[config.mk]
export PLATFORM = sky130hd
export DESIGN_NAME = exu_operand_stage
export DESIGN_NICKNAME = d
export VERILOG_FILES = /design/src/rtl/exu_pkg.sv /design/src/rtl/exu_bypass_mux.sv /design/src/rtl/exu_operand_stage.sv
export SDC_FILE = /design/constraint.sdc
export NUM_CORES = 2
export LEC_CHECK = 0
export CAP_MARGIN = 20
export CORE_AREA = 2 2 261 263
export CTS_BUF_LIST = sky130_fd_sc_hd__clkbuf_8
export CTS_CLUSTER_SIZE = 28
export DETAILED_ROUTE_END_ITERATION = 8
export DIE_AREA = 0 0 263 265
export PLACE_DENSITY = 0.64
export SETUP_SLACK_MARGIN = 0.1
export SLEW_MARGIN = 20
export SYNTH_ARGS = -nofsm -noshare
export SYNTH_HDL_FRONTEND = slang
export SYNTH_SLANG_ARGS = --single-unit
[constraint.sdc]
create_clock -name clk -period 40.8 [get_ports clk]
set_input_delay 8.16 -clock clk [delete_from_list [all_inputs] [get_ports clk]]
set_output_delay 8.16 -clock clk [all_outputs]
set_load 0.1 [all_outputs]
[src/rtl/exu_pkg.sv]
// Shared types for the execute operand-select stage:
// special-instruction codes, the operand bundle and skid FSM states.
package exu_pkg;

  localparam int XLEN = 64;

  localparam logic [2:0] SPEC_NONE  = 3'd0;
  localparam logic [2:0] SPEC_JAL   = 3'd1;
  localparam logic [2:0] SPEC_JALR  = 3'd2;
  localparam logic [2:0] SPEC_AUIPC = 3'd3;
  localparam logic [2:0] SPEC_LUI   = 3'd4;
  localparam logic [2:0] SPEC_STORE = 3'd5;

  typedef struct packed {
    logic [XLEN-1:0] alu_A;
    logic [XLEN-1:0] alu_B;
    logic [XLEN-1:0] store_data;
    logic [XLEN-1:0] pc;
  } entry_t;

  typedef enum logic [1:0] {
    ST_EMPTY,
    ST_ONE,
    ST_TWO
  } state_t;

endpackage

[src/rtl/exu_bypass_mux.sv]
// Priority forward of one source operand from the writeback bypass ports.
// Lowest-numbered matching port wins; index 0 is never forwarded.
module exu_bypass_mux #(
  parameter int DATA_WIDTH = 64,
  parameter int NUM_BYP    = 2,
  parameter int REG_AW     = 5
) (
  input  logic [REG_AW-1:0]           src_idx,
  input  logic [DATA_WIDTH-1:0]       rf_data,
  input  logic [NUM_BYP-1:0]          byp_valid,
  input  logic [NUM_BYP*REG_AW-1:0]   byp_idx,
  input  logic [NUM_BYP*DATA_WIDTH-1:0] byp_data,
  output logic [DATA_WIDTH-1:0]       data
);

  // Walk high to low so the lowest matching port is written last.
  always_comb begin
    data = rf_data;
    for (int k = NUM_BYP - 1; k >= 0; k--) begin
      if (byp_valid[k] &&
          byp_idx[k*REG_AW +: REG_AW] == src_idx &&
          src_idx != '0) begin
        data = byp_data[k*DATA_WIDTH +: DATA_WIDTH];
      end
    end
  end

endmodule

[src/rtl/exu_operand_stage.sv]
// Registered operand select for the RV64I execute path:
// bypass resolution, special-op operand rules, two-entry skid buffer.
module exu_operand_stage
  import exu_pkg::*;
#(
  parameter int DATA_WIDTH = 64,
  parameter int NUM_BYP    = 2,
  parameter int REG_AW     = 5
) (
  input  logic                          clk,
  input  logic                          rst,
  input  logic                          flush_i,
  input  logic                          in_valid_i,
  output logic                          in_ready_o,
  input  logic                          ers1_i,
  input  logic                          ers2_i,
  input  logic [2:0]                    specinst_i,
  input  logic                          word_i,
  input  logic [REG_AW-1:0]             rs1_idx_i,
  input  logic [REG_AW-1:0]             rs2_idx_i,
  input  logic [DATA_WIDTH-1:0]         rs1_i,
  input  logic [DATA_WIDTH-1:0]         rs2_i,
  input  logic [DATA_WIDTH-1:0]         pc_i,
  input  logic [DATA_WIDTH-1:0]         imme_i,
  input  logic [NUM_BYP-1:0]            byp_valid_i,
  input  logic [NUM_BYP*REG_AW-1:0]     byp_idx_i,
  input  logic [NUM_BYP*DATA_WIDTH-1:0] byp_data_i,
  output logic                          out_valid_o,
  input  logic                          out_ready_i,
  output logic [DATA_WIDTH-1:0]         alu_A_o,
  output logic [DATA_WIDTH-1:0]         alu_B_o,
  output logic [DATA_WIDTH-1:0]         store_data_o,
  output logic [DATA_WIDTH-1:0]         pc_o
);

  typedef struct packed {
    logic [DATA_WIDTH-1:0] alu_A;
    logic [DATA_WIDTH-1:0] alu_B;
    logic [DATA_WIDTH-1:0] store_data;
    logic [DATA_WIDTH-1:0] pc;
  } ent_t;

  state_t state, state_nx;
  ent_t   head, tail, nw;
  logic   [DATA_WIDTH-1:0] f1, f2;
  logic   accept, pop;
  logic   ld_head_new, ld_head_tail, ld_tail;

  exu_bypass_mux #(
    .DATA_WIDTH(DATA_WIDTH), .NUM_BYP(NUM_BYP), .REG_AW(REG_AW)
  ) u_byp1 (
    .src_idx(rs1_idx_i), .rf_data(rs1_i),
    .byp_valid(byp_valid_i), .byp_idx(byp_idx_i),
    .byp_data(byp_data_i), .data(f1)
  );

  exu_bypass_mux #(
    .DATA_WIDTH(DATA_WIDTH), .NUM_BYP(NUM_BYP), .REG_AW(REG_AW)
  ) u_byp2 (
    .src_idx(rs2_idx_i), .rf_data(rs2_i),
    .byp_valid(byp_valid_i), .byp_idx(byp_idx_i),
    .byp_data(byp_data_i), .data(f2)
  );

  always_comb begin
    logic is_st;
    logic is_j;
    is_st = (specinst_i == SPEC_STORE);
    is_j  = (specinst_i == SPEC_JAL) || (specinst_i == SPEC_JALR);
    nw    = '0;
    nw.pc = pc_i;
    if (ers1_i)
      nw.alu_A = f1;
    else if (is_j || specinst_i == SPEC_AUIPC)
      nw.alu_A = pc_i;
    if (ers2_i && is_st)
      nw.alu_B = imme_i;
    else if (ers2_i)
      nw.alu_B = f2;
    else if (specinst_i == SPEC_LUI)
      nw.alu_B = '0;
    else if (is_j)
      nw.alu_B = DATA_WIDTH'(4);
    else
      nw.alu_B = imme_i;
    if (ers2_i && is_st)
      nw.store_data = f2;
    if (word_i) begin
      nw.alu_A = {{(DATA_WIDTH-32){nw.alu_A[31]}}, nw.alu_A[31:0]};
      nw.alu_B = {{(DATA_WIDTH-32){nw.alu_B[31]}}, nw.alu_B[31:0]};
    end
  end

  assign in_ready_o  = (state != ST_TWO) & ~rst & ~flush_i;
  assign out_valid_o = (state != ST_EMPTY);
  assign accept      = in_valid_i & in_ready_o;
  assign pop         = out_valid_o & out_ready_i;

  always_ff @(posedge clk or posedge rst) begin
    if (rst) state <= ST_EMPTY;
    else     state <= state_nx;
  end

  always_comb begin
    state_nx     = state;
    ld_head_new  = 1'b0;
    ld_head_tail = 1'b0;
    ld_tail      = 1'b0;
    unique case (state)
      ST_EMPTY: if (accept) begin
        state_nx    = ST_ONE;
        ld_head_new = 1'b1;
      end
      ST_ONE: begin
        if (accept && pop) begin
          ld_head_new = 1'b1;
        end else if (accept) begin
          state_nx = ST_TWO;
          ld_tail  = 1'b1;
        end else if (pop) begin
          state_nx = ST_EMPTY;
        end
      end
      ST_TWO: if (pop) begin
        state_nx     = ST_ONE;
        ld_head_tail = 1'b1;
      end
      default: state_nx = ST_EMPTY;
    endcase
    // Flush drops everything, including an entry arriving this cycle.
    if (flush_i) begin
      state_nx     = ST_EMPTY;
      ld_head_new  = 1'b0;
      ld_head_tail = 1'b0;
      ld_tail      = 1'b0;
    end
  end

  always_ff @(posedge clk or posedge rst) begin
    if (rst) begin
      head <= '0;
      tail <= '0;
    end else begin
      if (ld_head_new)  head <= nw;
      if (ld_head_tail) head <= tail;
      if (ld_tail)      tail <= nw;
    end
  end

  assign alu_A_o      = head.alu_A;
  assign alu_B_o      = head.alu_B;
  assign store_data_o = head.store_data;
  assign pc_o         = head.pc;

endmodule

Word-level counts from Yosys, hierarchy flattened --
Index checks and enable logic that the tools add are counted.
Word-level totals: input port bits 417, output and inout port bits 258, register bits after elaboration 514, logic and storage cells 80
Cells by class: bitwise operators 6, muxes and demuxes 31, reduce and logical (&&, ||, !) cells 18, equality and inequality tests 16
Operators by type and width (count):
- $mux 64 | 11
- $mux 256 | 2
- $mux 128 | 1
- $eq 5x5->1 | 4
- $mux 2 | 6
- $logic_and 1x1->1 | 10
- $reduce_bool 5->1 | 2
- $mux 1 | 9
- $ne 3x3->1 const B | 3
- $eq 3x2->1 const B | 2
- $eq 3x3->1 const B | 2
- $pmux 2 s3 | 1
- $and 1x1->1 | 4
- $ne 4x4->1 const B | 1
- $reduce_and 4->1 | 1
- $reduce_bool 2->1 | 2
- $eq 3x1->1 const B | 1
- $eq 2x1->1 const B | 1
- $eq 2x2->1 const B | 1
- $logic_not 2->1 | 1
- $logic_or 1x1->1 | 2
- $ne 2x2->1 const B | 1
- $not 1->1 | 2
- $pmux 1 s2 | 1

Logic depth before layout (Yosys ltp) --
depth after elaboration 10, mapped depth 10, gate-level depth less buffers 6

By module --
A second synthesis with hierarchy kept.
Second synthesis, totals: cells, all modules 2632, area, all modules 25396.9 sq um
Modules (own cells, without submodules):
- exu_operand_stage | sequential area each 12862.3 sq um, area an instance 21876.0 sq um, times used 1, cells each 1990
- exu_bypass_mux | sequential area each 0.0 sq um, area an instance 1760.4 sq um, times used 2, cells each 321

Worst setup path after synthesis --
No wires, ideal clock.
path type input to output, start input port flush_i, end output port in_ready_o, data required time 32.640 ns, arrival time 10.258 ns, stages on the path 1, slack 22.382 ns, cells stage by stage nor3_1
On the way: cells in the longest elaborated chain, start to end 2
RTL lines:
- start, declared | line exu_operand_stage.sv:12 | input logic flush_i,
- $not 1->1 | line exu_operand_stage.sv:94 | assign in_ready_o = (state != ST_TWO) & ~rst & ~flush_i;
- $and 1x1->1 | line exu_operand_stage.sv:94
- end, declared | line exu_operand_stage.sv:14 | output logic in_ready_o,
Every way passes these cells.

Worst setup path in the final report --
start input port rst, end output port in_ready_o
On the way: cells in the longest elaborated chain, start to end 3
RTL lines:
- start, declared | line exu_operand_stage.sv:11 | input logic rst,
- $not 1->1 | line exu_operand_stage.sv:94
- $and 1x1->1 (2 in a row) | line exu_operand_stage.sv:94
Every way passes these cells.

==> metrics <==
synthesized instance count=between 2,000 and 3,000; Synth area leader=dfrtp_1; crit end category=output port; met3 Use GR=0.104; Wirelength per Cell=30.2 um; fin crit share=0.446; Detail Route Antenna Nets=0; Ys Warns=0; Tot Pwr=1740 uW; GR Util met2=0.535; most frequent cells after synthesis=514 x dfrtp_1, 332 x nand2_1, 301 x nor2_1; Max Freq=0.0549 GHz; Nets=3,666; worst vdd ir=approximately 0.037 mV; Cell Rows=95; Yosys reg bits=514; Setup TNS=0 ns; routed vias=25,900; TritonCTS Buffers=93; drc violations=0; clk buf depth=3; Worst R2R Setup Slack=37.58 ns; Hold Crit Class=reg -> reg; CTS Sinks=between 500 and 600; CTS resizes=0; die width=263 um; area taken by multi-input logic gates=between 0.01 and 0.015 mm2; Synth top area share=0.514; actual slew at the worst max-slew pin=1.16 ns; Placer Congestion=between 0.9 and 1; postcts setup bufs=0; GR peak layer=met2; routed wire length=127,000 um; Worst-path clk slew=0.06 ns; CP arrival=10.05 ns; RSZ-0062 raised after global routing=false; pins over their slew limit=0; drt first pass iters=6; Core Area=0.0668 mm2; number of global-route vias before repair=25,000; Detail Placement HPWL=around 90,000 um; port bufs=slightly below 700; leakage power=0.0148 uW; H-tree depth=3; Mapped Area=roughly 0.025 mm2; clock root cell=clkbuf_8; pwr/cell area=51.0 mW/mm2; hold_buf cts=0; crit-path max FO=3; largest net degree at the start of global routing=222; initial antenna violation count=38; unique cell type count in the Yosys netlist=46; Fill cells=6,169; number of synthesized flops with an enable pin=0; All-Layer GR Usage=0.353; first-pass GRT wire length=around 180,000 um; startpoint types=input port; Net Count, Synth=3,111; post-synthesis sequential area ratio=0.514; Die H=around 270 um; status=complete, no violations; Setup Skew=about 0.029 ns; num ports=between 600 and 700; Crit Path Category=in -> out; most numerous cell in the Yosys netlist=dfrtp_1; vias per cell=6.13; CP required=approximately 33 ns; FF+latch area=around 0.013 mm2; count of max-cap constraint violations=0; ys async rst share=1.00; final non-filler cell total=4,216; Rel. slew slack=0.226; Clk Latency, worst-skew pair=0.68 ns; CTS tree=done; placed cell count=about 4,000; # setup viols final=0; Syn Area/Cell=9.30 um2; area growth from synthesis to layout=36.3%; initial DRC count=between 3,000 and 4,000; ys flop type=dfrtp_1; Synth area leaders=dfrtp_1 51%, nand2_1 5.0%, nor2_1 4.5%; Initial Utilization=0.375; endpoints failing hold=0; minimum clock period=18.21 ns; share of post-route cells with drive strength above 1=0.0885; full die area=approximately 0.070 mm2; grt total ovfl=0; grt met1 use=0.473
-- path summary, 6_finish.rpt --
check | startpoint | endpoint | cells after the start
worst max-delay path | rst | in_ready_o | 3
worst min-delay path | tail[33] | tail[33] | 2
worst max register to register | state[1] | alu_A_o[49] | 6
worst min register to register | tail[33] | tail[33] | 2
max in group asynchronous | rst | alu_B_o[61] | 4
min in group asynchronous | rst | tail[130] | 2
-- flip-flops by register name, indices dropped and copies added, names as in the netlist --
register	flops
store_data_o	64
pc_o	64
tail	256
state	2
alu_A_o	64
alu_B_o	64
-- cell type report --
cell class	instances	share of cell area
diodes	34	0.00249
clock buffers	105	0.0423
clock inverters	50	0.00828
inverters	3	0.000550
multi-input cells	1919	0.329
flip-flops and latches	514	0.377
well taps	873	0.0320
repair buffers	718	0.208
-- worst max-delay path: stages --
cell and delay, ns:
clkdlybuf4s50_1 0.52, nor3_1 0.21, clkdlybuf4s50_1 1.16
-- through the flow --
step	setup WS (ns)	area [um2]	utilization	hold slack (ns)
after global routing	22.56	34100	0.511	0.494
after CTS	22.58	34000	0.509	0.477
after global placement	22.54	32300	0.483	0.458
after detailed placement	22.60	32300	0.483	0.463
final	22.59	34100	0.511	0.476
after floorplan	18.28	25000	-	0.446
-- cell families (layout without fill, tap and decap cells) --
logic type             after synthesis  after routing  synth area share
buffers and inverters              261            876            0.0423
XOR/XNOR                            22             22           0.00769
other                                0             34                 0
AND/OR/NAND/NOR                    825            825             0.142
multiplexers                        60             60            0.0255
AO/OA/AOI/OAI                     1012           1012             0.270
flip-flops                         514            514             0.514
-- per-layer routing --
| layer | part of all wire | up-vias |
|---|---|---|
| met5 | 0.00064 | - |
| met4 | 0.040 | 12 |
| met3 | 0.10 | 271 |
| met2 | 0.45 | 1507 |
| met1 | 0.41 | 13100 |
| li1 | - | 11000 |
-- layout by cell type, fill, tap and decap left out, drive strengths merged, types with 14 or more instances in the layout --
cell / instances
a31oi: 35
clkbuf: 105
nor2: 301
or2: 35
o22ai: 160
a221oi: 94
and2: 36
nand2: 332
o31a: 32
o21ai: 226
o31ai: 96
and3: 62
a22oi: 68
nand3: 34
dfrtp: 514
inv: 35
mux2i: 30
mux2: 30
a21oi: 194
clkinv: 14
o21a: 32
diode: 34
a221o: 32
clkdlybuf4s50: 672
buf: 46
a211oi: 33
xnor2: 22
-- power by group --
group	switching [uW]	internal, uW
Sequential	47.0	586
Combinational	473	166
Clock	224	247
Power figures use the tool's default switching activity.
